File: src/rtl/uart_digit_rx.sv
// ---------------------------------------------------------------------------
// uart_digit_rx
//
// UART receiver for a Bluetooth serial link. It decodes 8-bit frames
// (LSB first, one stop bit) and classifies each good byte as either an ASCII
// decimal digit or a non-digit. For digits it also returns the binary value.
//
// Build option:
//   UART_PARITY_EN  when defined, each frame carries an even-parity bit
//                   between data bit 7 and the stop bit. A parity mismatch
//                   reports frame_err instead of a byte. When undefined the
//                   framing is 8N1 and no parity logic is built.
//
// Parameters:
//   CLK_FREQ     system clock in Hz
//   BAUD         serial bit rate; CLK_FREQ/BAUD must be at least 4
//
// Ports:
//   clk          system clock, rising edge
//   rst          asynchronous active-high reset
//   rx           serial input, idle high, asynchronous to clk
//   rx_byte      last good byte received (registered)
//   byte_valid   one-cycle pulse when rx_byte updates
//   digit        value of the last ASCII digit received, held
//   digit_valid  one-cycle pulse when digit updates
//   nondigit     one-cycle pulse when a good byte is not '0'..'9'
//   frame_err    one-cycle pulse on a bad stop bit (or a parity error)
//   busy         high while the receiver is inside a frame
// ---------------------------------------------------------------------------
module uart_digit_rx #(
    parameter int CLK_FREQ = 27000000,
    parameter int BAUD     = 9600
) (
    input  logic       clk,
    input  logic       rst,
    input  logic       rx,
    output logic [7:0] rx_byte,
    output logic       byte_valid,
    output logic [3:0] digit,
    output logic       digit_valid,
    output logic       nondigit,
    output logic       frame_err,
    output logic       busy
);

    localparam int CLKS_PER_BIT = CLK_FREQ / BAUD;
    localparam int CNT_W        = $clog2(CLKS_PER_BIT) + 1;

    // Mid-bit sample point of the start bit, and the full-bit sample point
    // used for every later bit.
    localparam logic [CNT_W-1:0] HALF_LAST = CNT_W'(CLKS_PER_BIT / 2 - 1);
    localparam logic [CNT_W-1:0] FULL_LAST = CNT_W'(CLKS_PER_BIT - 1);

    typedef enum logic [2:0] {
        IDLE,
        START,
        DATA,
`ifdef UART_PARITY_EN
        PARITY,
`endif
        STOP
    } state_t;

    // -----------------------------------------------------------------------
    // Input synchronizer. Both stages reset high so that reset release never
    // looks like a falling edge on an idle line.
    // -----------------------------------------------------------------------
    logic [1:0] rx_sync_reg;
    logic       rx_s;

    always_ff @(posedge clk or posedge rst) begin
        if (rst) begin
            rx_sync_reg <= 2'b11;
        end else begin
            rx_sync_reg <= {rx_sync_reg[0], rx};
        end
    end

    assign rx_s = rx_sync_reg[1];

    // -----------------------------------------------------------------------
    // State and datapath registers
    // -----------------------------------------------------------------------
    state_t           state_reg,       state_next;
    logic [CNT_W-1:0] cnt_reg,         cnt_next;
    logic [2:0]       bit_idx_reg,     bit_idx_next;
    logic [7:0]       shift_reg,       shift_next;
    logic [7:0]       rx_byte_reg,     rx_byte_next;
    logic [3:0]       digit_reg,       digit_next;
    logic             byte_valid_reg,  byte_valid_next;
    logic             digit_valid_reg, digit_valid_next;
    logic             nondigit_reg,    nondigit_next;
    logic             frame_err_reg,   frame_err_next;
    // Set after a framing error: the line must be seen high before a new
    // start bit is accepted, so a held-low break does not retrigger.
    logic             rearm_wait_reg,  rearm_wait_next;
`ifdef UART_PARITY_EN
    logic             parity_err_reg,  parity_err_next;
`endif

    logic             stop_ok;
    logic             is_digit;

    assign is_digit = (shift_reg >= 8'h30) && (shift_reg <= 8'h39);

    always_ff @(posedge clk or posedge rst) begin
        if (rst) begin
            state_reg       <= IDLE;
            cnt_reg         <= '0;
            bit_idx_reg     <= '0;
            shift_reg       <= '0;
            rx_byte_reg     <= '0;
            digit_reg       <= '0;
            byte_valid_reg  <= 1'b0;
            digit_valid_reg <= 1'b0;
            nondigit_reg    <= 1'b0;
            frame_err_reg   <= 1'b0;
            rearm_wait_reg  <= 1'b0;
`ifdef UART_PARITY_EN
            parity_err_reg  <= 1'b0;
`endif
        end else begin
            state_reg       <= state_next;
            cnt_reg         <= cnt_next;
            bit_idx_reg     <= bit_idx_next;
            shift_reg       <= shift_next;
            rx_byte_reg     <= rx_byte_next;
            digit_reg       <= digit_next;
            byte_valid_reg  <= byte_valid_next;
            digit_valid_reg <= digit_valid_next;
            nondigit_reg    <= nondigit_next;
            frame_err_reg   <= frame_err_next;
            rearm_wait_reg  <= rearm_wait_next;
`ifdef UART_PARITY_EN
            parity_err_reg  <= parity_err_next;
`endif
        end
    end

    // -----------------------------------------------------------------------
    // Next-state and output logic
    // -----------------------------------------------------------------------
    always_comb begin
        state_next       = state_reg;
        cnt_next         = cnt_reg + 1'b1;
        bit_idx_next     = bit_idx_reg;
        shift_next       = shift_reg;
        rx_byte_next     = rx_byte_reg;
        digit_next       = digit_reg;
        byte_valid_next  = 1'b0;
        digit_valid_next = 1'b0;
        nondigit_next    = 1'b0;
        frame_err_next   = 1'b0;
        rearm_wait_next  = rearm_wait_reg;
`ifdef UART_PARITY_EN
        parity_err_next  = parity_err_reg;
        stop_ok          = rx_s && !parity_err_reg;
`else
        stop_ok          = rx_s;
`endif

        case (state_reg)
            IDLE: begin
                cnt_next     = '0;
                bit_idx_next = '0;
`ifdef UART_PARITY_EN
                parity_err_next = 1'b0;
`endif
                if (rearm_wait_reg) begin
                    if (rx_s) begin
                        rearm_wait_next = 1'b0;
                    end
                end else if (!rx_s) begin
                    state_next = START;
                end
            end

            START: begin
                if (cnt_reg == HALF_LAST) begin
                    cnt_next = '0;
                    // Line back high at mid start bit: a glitch, not a frame.
                    state_next = rx_s ? IDLE : DATA;
                end
            end

            DATA: begin
                if (cnt_reg == FULL_LAST) begin
                    cnt_next     = '0;
                    shift_next   = {rx_s, shift_reg[7:1]};
                    bit_idx_next = bit_idx_reg + 1'b1;
                    if (bit_idx_reg == 3'd7) begin
`ifdef UART_PARITY_EN
                        state_next = PARITY;
`else
                        state_next = STOP;
`endif
                    end
                end
            end

`ifdef UART_PARITY_EN
            PARITY: begin
                if (cnt_reg == FULL_LAST) begin
                    cnt_next        = '0;
                    // Even parity: data bits plus parity bit XOR to zero.
                    parity_err_next = rx_s ^ (^shift_reg);
                    state_next      = STOP;
                end
            end
`endif

            STOP: begin
                if (cnt_reg == FULL_LAST) begin
                    // Leave on the stop sample rather than waiting out the
                    // stop bit, so a frame that follows immediately is seen.
                    cnt_next   = '0;
                    state_next = IDLE;
                    if (stop_ok) begin
                        rx_byte_next    = shift_reg;
                        byte_valid_next = 1'b1;
                        if (is_digit) begin
                            // '0' is 0x30, whose low nibble is zero, so the
                            // low nibble is already byte - 0x30.
                            digit_next       = shift_reg[3:0];
                            digit_valid_next = 1'b1;
                        end else begin
                            nondigit_next = 1'b1;
                        end
                    end else begin
                        frame_err_next  = 1'b1;
                        rearm_wait_next = 1'b1;
                    end
                end
            end

            default: begin
                state_next = IDLE;
                cnt_next   = '0;
            end
        endcase
    end

    assign rx_byte     = rx_byte_reg;
    assign byte_valid  = byte_valid_reg;
    assign digit       = digit_reg;
    assign digit_valid = digit_valid_reg;
    assign nondigit    = nondigit_reg;
    assign frame_err   = frame_err_reg;
    assign busy        = (state_reg != IDLE);

endmodule

File: config.mk
export PLATFORM = sky130hd
export DESIGN_NAME = uart_digit_rx
export DESIGN_NICKNAME = d
export VERILOG_FILES = /design/src/rtl/uart_digit_rx.sv
export SDC_FILE = /design/constraint.sdc
export NUM_CORES = 1
export LEC_CHECK = 0
export BUFFER_PORTS_ARGS = -buffer_cell sky130_fd_sc_hd__buf_2
export CORE_UTILIZATION = 45
export DETAILED_ROUTE_END_ITERATION = 7
export PLACE_DENSITY = 0.6
export SLEW_MARGIN = 25
export SYNTH_ARGS = -nofsm -noshare
export SYNTH_HDL_FRONTEND = slang
export SYNTH_SLANG_ARGS = --single-unit
File: constraint.sdc
create_clock -name clk -period 2.8 [get_ports clk]
set_input_delay 0.14 -clock clk [delete_from_list [all_inputs] [get_ports clk]]
set_output_delay 0.14 -clock clk [all_outputs]
set_load 0.05 [all_outputs]
==> impl_metrics.yaml, run 1 <==
setup_path:
  crit_required_ns: 2.99
  crit_type: "reg -> reg"
  worstPathMaxFanout: 6
  r2r_start: "cnt_reg[0]"
  cp-end-kind: "flop"
  cp_data_arrival_time_ns: 2.53
  start_kind: "flop"
  startpoint: "cnt_reg[0]"
synth:
  avgSynthCellArea_um2: 12.1
  synthArstFlopShare: 1.00
  synth-seq-area-share: 0.559
  synth_top_area_share: 0.533
  yosys.area.top_type: "dfrtp_1"
  synth_area_um2: 2020
  synth_ff_type: "dfrtp_1"
  synth_edf_count: 0
  synth-seq-cells: 45
  synth_area_leaders: "dfrtp_1 53%, mux2_2 7.2%, mux2_4 5.2%, xnor2_1 3.5%, nor2_1 3.3%"
  yosysUniqueCellTypes: 37
  synth.most_common_cell: "dfrtp_1"
  synth_nets: 174
  synth_cells: 167
  netlist_top_cells_count: "43 x dfrtp_1, 18 x nor2_1, 13 x mux2_2, 10 x nand3_1"
  synth_warnings: 0
floorplan:
  die_x_um: 69.0
  rows: 24
  core-area_um2: 4320
  ioPinCount: 20
  design.die.area_um2: 4760
  die_h_um: 69.0
  initial_utilization: 0.467
routing:
  routedWlPerCell_um: 14.9
  first_pass_iters: 4
  drt_wl_total_um: 3630
  drt_iter0_drc: 97
  via_per_inst: 5.54
  vias: 1351
  drtAntennaViolNets: 0
  drc: 0
power:
  p_leak_nw: 1.14
  intPower_mw: 0.946
  p_seq_frac: 0.556
  vdd_ir_drop_max_mv: 0.318
  power_switching_mw: 0.230
  clock_power_share: 0.430
  swShare: 0.196
  power_density_nw_per_um2: 512
  p_comb_frac: 0.015
placed_design:
  place_congestion: 0.834
  place_ws_ns: 0.468
  port-buffer-count: 19
  placedCellCount: 234
  hpwlAfterDp_um: 2590
sta:
  post-route-period-util: 0.834
  fin_setup_tns_ns: 0
  setup_ws_ns: 0.465
  maxSlewHeadroom: 0.455
  finalCriticalPeriod_ns: 2.34
  tightest_slew_ns: 0.813
  max_clock_freq_mhz: 428
  rsz0062_at_grt: "no"
  fin_worst_skew_ns: 0.00897
  finalHoldViolCount: 0
  report.final.slew_viol_count: 0
  setup_viol: 0
final_layout:
  antenna_cells: 0
  largest_reg_flops: 13
  drive_gt1_frac: 0.302
  fin_cells: 244
  fin_nets: 198
  area_delta_synth_final_pct: 13.6
clock_tree:
  clkSinkCount: 45
  post_cts_buffers: 0
  clockBufferDepth: 2
  h-tree-depth: 2
  cts_root_buf: "clkbuf_8"
  clk_pin_slew_ns: 0.09
  clock_latency_ns: 0.30
  cts_buffers: 5
  cts_tree: "done"
grt:
  grt_pass1_wl_um: 6420
  grtUsageTotal: 0.170
  overflow: 0
  grt_pass1_vias: 1388
  grt_max_degree: 25
  antenna_found_initial: 0
job:
  drv_cap: 0
run_status:
  outcome: "completed"
min_path:
  min_from: "rx_sync_reg[0]"
  hp-class: "reg -> reg"
## through the flow
stage,hold slack [ns],cell area [µm²],utilization,total power [mW]
global placement,0.228,2160,0.499,0.682
detailed placement,0.234,2160,0.499,0.683
floorplan,0.144,2020,-,0.676
CTS,0.361,2300,0.531,1.19
global route,0.363,2300,0.531,1.23
finish,0.359,2300,0.531,1.18
## worst max-delay path: stages, from the launching register on
cell and delay, ns:
dfrtp_1 0.43, ha_1 0.26, nor4b_1 0.48, nand3_1 0.30, nor3_2 0.38, mux2_2 0.38
## metal layers
layer	wire length [µm]	track usage	part of all wire	vias to the layer above
li1	-	-	-	639
met1	1630	0.205	0.45	677
met2	1830	0.284	0.50	30
met3	120	0.0541	0.033	5
met4	58	0.0658	0.016	0
met5	0	0	0	-
## power groups by stage
| stage | Combinational, mW | Sequential, mW | Clock, mW |
|---|---|---|---|
| CTS | 0.0185 | 0.653 | 0.521 |
| global route | 0.0210 | 0.654 | 0.552 |
| finish | 0.0173 | 0.653 | 0.506 |
| floorplan | 0.0102 | 0.666 | 0 |
| detailed placement | 0.0164 | 0.666 | 0 |
| global placement | 0.0162 | 0.666 | 0 |
## timing repair
| action | CTS | global route |
|---|---|---|
| hold buffers | 2 | 0 |
| resized for setup | 0 | 0 |
| endpoints found under the hold margin | 24 | 0 |
## layout make-up
type,instances,area [µm²]
Fill cell,387,2030
Multi-Input combinational cell,108,822
Inverter,8,30.0
Clock inverter,2,37.5
Sequential cell,45,1130
Timing Repair Buffer,23,130
Clock buffer,6,82.6
Tap cell,52,65.1
## layout by cell type, fill, tap and decap left out, drive strengths merged
master,instances
dfrtp,43
buf,21
mux2,20
nor2,18
nand3,10
xnor2,8
inv,7
nand4,6
clkbuf,6
a21oi,5
nor3,5
o21ai,4
nand2,4
ha,4
xor2,3
and4,3
nor2b,2
nor4,2
dlygate4sd3,2
dfstp,2
or4b,2
or4,2
and4b,1
nor4b,1
nand4b,1
a41oi,1
a31o,1
or2,1
or3,1
o311a,1
o211ai,1
and2b,1
clkinv,1
clkinvlp,1
bufinv,1
## worst paths after layout
path	cells past startpoint	endpoint	slack (ns)
min in group asynchronous	3	shift_reg[1]	0.43
min reg2reg	0	rx_sync_reg[1]	0.36
max	5	digit[2]	0.46
min	0	rx_sync_reg[1]	0.36
max reg2reg	5	digit[2]	0.46
max in group asynchronous	4	rx_sync_reg[0]	1.60
## cells by family after synthesis
family,count (synthesis),share of synthesized area
DFF,45,0.559
AOI/OAI and AO/OA,13,0.0396
and+or+nand+nor,60,0.170
xor gates and xnor gates,11,0.0477
adders and majority gates,4,0.0248
muxes,20,0.124
buffers and inverters,14,0.0347
(Power assumes the default switching activity.)
==> run 2, diff against run 1 <==
--- a/config.mk
+++ b/config.mk
@@ -8,7 +8,7 @@
 export BUFFER_PORTS_ARGS = -buffer_cell sky130_fd_sc_hd__buf_2
 export CORE_UTILIZATION = 45
 export DETAILED_ROUTE_END_ITERATION = 7
-export PLACE_DENSITY = 0.6
+export PLACE_DENSITY = 0.63
 export SLEW_MARGIN = 25
 export SYNTH_ARGS = -nofsm -noshare
 export SYNTH_HDL_FRONTEND = slang
==> constraint.sdc (replaced) <==
create_clock -name clk -period 2 [get_ports clk]
set_input_delay 0.1 -clock clk [delete_from_list [all_inputs] [get_ports clk]]
set_output_delay 0.1 -clock clk [all_outputs]
set_load 0.05 [all_outputs]
==> run 2 against run 1 <==
The flow now finishes with violations (negative setup slack); critical path depth fell by 1; first-iteration DRC count fell by 37%; sequential cell count did not move; critical path type unchanged; register-to-register slack got worse by 0.48 ns; via count rose by 4.4%; hold slack got worse by 0.0039 ns; critical endpoint is now rx_byte[2].
==> impl_metrics.yaml, run 2 (synthesis gave the netlist of run 1 again) <==
run_status:
  outcome: "finished, violations left"
  violations: "negative setup slack"
sta:
  setup_ws_ns: -0.0175
  finalCriticalPeriod_ns: 2.02
  max_clock_freq_mhz: 496
  hold-worst-slack_ns: 0.355
  rsz0062_at_grt: "yes"
  tightest_slew_ns: 0.730
  setup_viol: 6
  fin_worst_skew_ns: 0.0113
  report.final.slew_viol_count: 0
  finalHoldViolCount: 0
  post-route-period-util: 1.01
  maxSlewHeadroom: 0.510
floorplan:
  die_h_um: 69.0
  design.die.area_um2: 4760
  rows: 24
  core-area_um2: 4320
  die_x_um: 69.0
  ioPinCount: 20
  initial_utilization: 0.467
setup_path:
  path_cells: "ha_2 > or4b_4 > or4_4 > mux2_4"
  cp_slowest_stage_delay_ns: 0.52
  cpLargestDelayFamily: "simple AND/OR/NAND/NOR gates"
  crit_type: "reg -> reg"
  worstReg2RegEnd: "rx_byte[2]"
  worst-path-buf-inv: 0
  r2r_slack_ns: -0.02
  r2r_start: "cnt_reg[0]"
  start_kind: "flop"
  cp_data_arrival_time_ns: 2.20
  cpMaxStageDelayCell: "or4_4"
  crit_required_ns: 2.18
  worstPathMaxFanout: 6
  reg2regPathDepth: 4
  cp-end-kind: "flop"
final_layout:
  drive_gt1_frac: 0.394
  antenna_cells: 0
  utilization: 0.580
  layout.cells.most_common: "dfrtp_1"
  fill_cells: 384
  fin_nets: 219
  layout_common_cells: "43 x dfrtp_1, 19 x buf_2, 18 x nor2_1, 18 x buf_4, 13 x mux2_2"
  largest_reg_flops: 13
  area_delta_synth_final_pct: 24.1
  multiInputGateArea_um2: 877
  register_area_um2: 1130
grt:
  overflow: 0
  grt_pass1_wl_um: 6970
  grt_pass1_vias: 1482
  grt_max_degree: 27
  antenna_found_initial: 0
  grtUsageTotal: 0.183
routing:
  vias: 1411
  drc: 0
  drtAntennaViolNets: 0
  drt_wl_total_um: 3990
  first_pass_iters: 4
  routedWlPerCell_um: 15.1
  drt_iter0_drc: 61
  via_per_inst: 5.32
placed_design:
  place_congestion: 0.843
  place_ws_ns: -0.0261
  hpwlAfterDp_um: 2800
  port-buffer-count: 19
clock_tree:
  cts_root_buf: "clkbuf_8"
  cts_buffers: 5
  clock_latency_ns: 0.30
  h-tree-depth: 2
  clkSinkCount: 45
  clockBufferDepth: 2
  cts_tree: "done"
  clk_pin_slew_ns: 0.09
power:
  p_leak_nw: 1.25
  vdd_ir_drop_max_mv: 0.433
  power_density_nw_per_um2: 608
min_path:
  min_from: "rx_sync_reg[0]"
  hp-class: "reg -> reg"
  whs_path_depth: 0
  holdPathEnd: "rx_sync_reg[1]"
job:
  drv_cap: 0
## run 2: cell count changes in the layout (fill, tap and decap cells not counted), sizes merged
cell	before	now
inv	7	8
buf	21	41
bufinv	1	0
clkbuf	6	5
clkinv	1	2
or4	2	3
## run 2: area by class of cell
class | instances | area share
Clock buffer | 5 | 0.0274
Clock inverter | 3 | 0.00998
Inverter | 8 | 0.0120
Multi-Input combinational cell | 109 | 0.350
Sequential cell | 45 | 0.450
Tap cell | 52 | 0.0259
Timing Repair Buffer | 43 | 0.125
## run 2: worst reg2reg max path, cell delays in order, from the launching register on
cell	delay [ns]
dfrtp_1	0.39
ha_2	0.19
or4b_4	0.48
or4_4	0.52
mux2_4	0.33
## run 2: worst max path at each step
stage	start	to	slack, ns	depth (start not counted)
floorplan	cnt_reg[0]	rx_byte[0]	-0.08	5
CTS	cnt_reg[1]	cnt_reg[6]	-0.02	7
finish	cnt_reg[0]	rx_byte[2]	-0.02	4
global placement	cnt_reg[1]	digit[0]	0.01	8
global route	cnt_reg[0]	rx_byte[2]	-0.08	4
detailed placement	cnt_reg[0]	rx_byte[1]	-0.03	4
## run 2: power by group
group	internal, mW	leakage (nW)	switching, mW	total, mW
registers	0.913	0.607	0.00193	0.915
clock network	0.253	0.0447	0.331	0.583
logic	0.00838	0.597	0.0190	0.0274
total	1.17	1.25	0.352	1.53
## run 2: metrics by stage
stage               cells  setup TNS [ns]  power (mW)  cell area, µm²
floorplan             167          -0.595       0.946            2030
global placement      250               0       0.958            2300
detailed placement    250          -0.148       0.959            2300
CTS                   263          -0.175        1.54            2450
global route          265          -0.461        1.58            2510
finish                265         -0.0265        1.53            2510
## run 2: timing repair
action | CTS | global route
hold buffers | 2 | 0
resized for setup | 5 | 6
gates cloned | 2 | 0
pin swaps | 0 | 2
endpoints found under the setup margin | 24 | 25
hold endpoints to repair | 18 | 0
buffers inserted | 1 | 2
## run 2: routing by layer
metal  track usage  vias up  part of all wire
met5             0        -                 0
met4        0.0544        0             0.010
met3        0.0322        4             0.018
met2         0.302       16              0.49
met1         0.245      710              0.48
li1              -      681                 -
==> run 3, diff against run 2 <==
--- a/config.mk
+++ b/config.mk
@@ -5,6 +5,7 @@
 export SDC_FILE = /design/constraint.sdc
 export NUM_CORES = 1
 export LEC_CHECK = 0
+export ABC_AREA = 1
 export BUFFER_PORTS_ARGS = -buffer_cell sky130_fd_sc_hd__buf_2
 export CORE_UTILIZATION = 45
 export DETAILED_ROUTE_END_ITERATION = 7
==> run 3 against run 2 <==
The run now ends clean; global-route usage fell by 0.32 points; final cell count increased by 19%; maximum frequency rose by 25%; clock power is 18% higher; critical path depth increased by 2; setup slack improved by 0.40 ns; critical path type unchanged; sequential cell count stayed put; via count up 8.8%; non-clock buffer count shrank 20; combinational power is 3% higher; synthesized cell count increased by 41%; register-to-register slack improved by 0.40 ns.
==> impl_metrics.yaml, run 3 <==
run_status:
  outcome: "completed"
setup_path:
  start_kind: "flop"
  reg2regPathDepth: 6
  crit_required_ns: 2.19
  crit_type: "reg -> reg"
  cp-end-kind: "flop"
  cp_data_arrival_time_ns: 1.80
  worstPathMaxFanout: 11
grt:
  grtUsageTotal: 0.179
  antenna_found_initial: 0
  grt_pass1_vias: 1494
  grt_pass1_wl_um: 6830
  overflow: 0
  grt_max_degree: 29
placed_design:
  place_ws_ns: 0.384
  hpwlAfterDp_um: 2790
  dpl_cell_area_um2: 2250
  port-buffer-count: 19
  place_congestion: 0.781
synth:
  synth_nets: 242
  synth_top_area_share: 0.514
  synth.most_common_cell: "nand2_1"
  synth_area_leaders: "dfrtp_1 51%, nand2_1 9.5%, inv_1 5.2%, nor2_1 4.3%, o21ai_2 3.8%"
  synth-seq-area-share: 0.539
  synthArstFlopShare: 1.00
  yosysUniqueCellTypes: 27
  synth_edf_count: 0
  netlist_top_cells_count: "53 x nand2_1, 43 x dfrtp_1, 29 x inv_1, 24 x nor2_1, 13 x nand3_1"
  synth-seq-cells: 45
  avgSynthCellArea_um2: 8.91
  synth_area_um2: 2090
  synth_warnings: 0
  yosys.area.top_type: "dfrtp_1"
  synth_ff_type: "dfrtp_1"
  synth_cells: 235
routing:
  drc: 0
  routedWlPerCell_um: 12.2
  vias: 1535
  drt_iter0_drc: 81
  first_pass_iters: 5
  via_per_inst: 4.86
  drt_wl_total_um: 3850
  drtAntennaViolNets: 0
job:
  drv_cap: 0
final_layout:
  area_delta_synth_final_pct: 13.6
  drive_gt1_frac: 0.216
  utilization: 0.539
  layout_common_cells: "53 x nand2_1, 43 x dfrtp_1, 28 x inv_1"
  largest_reg_flops: 13
  fin_area_um2: 2380
  fill_cells: 430
  layout.cells.most_common: "nand2_1"
  fin_nets: 270
  antenna_cells: 0
floorplan:
  ioPinCount: 20
  die_h_um: 70.2
  rows: 24
  core-area_um2: 4410
  initial_utilization: 0.474
  die_x_um: 70.2
  design.die.area_um2: 4930
sta:
  tightest_slew_ns: 0.573
  finalCriticalPeriod_ns: 1.61
  fin_worst_skew_ns: 0.00511
  rsz0062_at_grt: "no"
  maxSlewHeadroom: 0.617
  setup_ws_ns: 0.387
  report.final.slew_viol_count: 0
  post-route-period-util: 0.806
  finalHoldViolCount: 0
  setup_viol: 0
  fin_setup_tns_ns: 0
  max_clock_freq_mhz: 620
  hold-worst-slack_ns: 0.359
clock_tree:
  clockBufferDepth: 2
  h-tree-depth: 2
  cts_root_buf: "clkbuf_8"
  clock_latency_ns: 0.31
  cts_buffers: 5
  clkSinkCount: 45
  cts_tree: "done"
  clk_pin_slew_ns: 0.08
min_path:
  hp-class: "reg -> reg"
  whs_path_depth: 0
power:
  p_leak_nw: 1.18
  power_density_nw_per_um2: 686
  vdd_ir_drop_max_mv: 0.368
[run 3: repair_timing]
action	in CTS	in global routing
resized for setup	0	0
buffers inserted	0	0
hold buffers	2	0
hold endpoints to repair	27	0
[run 3: layout make-up]
cell class                      instances  area [µm²]  area share
Clock buffer                            6        72.6      0.0305
Tap cell                               52        65.1      0.0274
Inverter                               33         126      0.0532
Multi-Input combinational cell        155         816       0.343
Clock inverter                          2        38.8      0.0163
Sequential cell                        45        1130       0.475
Timing Repair Buffer                   23         130      0.0547
[run 3: per-stage QoR]
step | instances | power, mW
5_1_grt | 316 | 1.69
3_5_place_dp | 306 | 0.959
3_3_place_gp | 306 | 0.959
6_report | 316 | 1.63
4_1_cts | 316 | 1.65
2_1_floorplan | 235 | 0.947
[run 3: final timing paths]
path,end,start,slack (ns)
worst max-delay path,bit_idx_reg[0],cnt_reg[0],0.39
worst max register to register,bit_idx_reg[0],cnt_reg[0],0.39
max in group asynchronous,rx_sync_reg[0],rst,0.96
worst min-delay path,rx_sync_reg[1],rx_sync_reg[0],0.36
worst min register to register,rx_sync_reg[1],rx_sync_reg[0],0.36
min in group asynchronous,digit_valid,rst,0.40
[run 3: report_power, final]
| part | internal [mW] | switching [mW] | leakage (nW) |
|---|---|---|---|
| logic | 0.00718 | 0.0210 | 0.518 |
| clock network | 0.375 | 0.314 | 0.0554 |
| registers | 0.913 | 0.00156 | 0.607 |
[run 3: logic make-up after synthesis]
family / Yosys count / share of synthesized area
AND/OR/NAND/NOR: 113 / 0.249
flip-flops: 45 / 0.539
buffers and inverters: 35 / 0.0711
AO/OA/AOI/OAI: 33 / 0.0962
XOR/XNOR: 5 / 0.0209
adder cells (fa/ha/maj): 4 / 0.0239
[run 3: metal layers]
layer	track usage	wire length, µm	vias up
met1	0.265	2070	702
met5	0	0	-
met4	0.0933	93	0
met2	0.247	1560	26
li1	-	-	799
met3	0.0361	119	8
[run 3: worst max-delay path, stage by stage (launching register included)]
cell,delay (ns)
dfrtp_1,0.40
ha_1,0.26
nand3_1,0.10
nor2b_1,0.11
nand3_1,0.35
nand3_1,0.17
o21ai_0,0.09
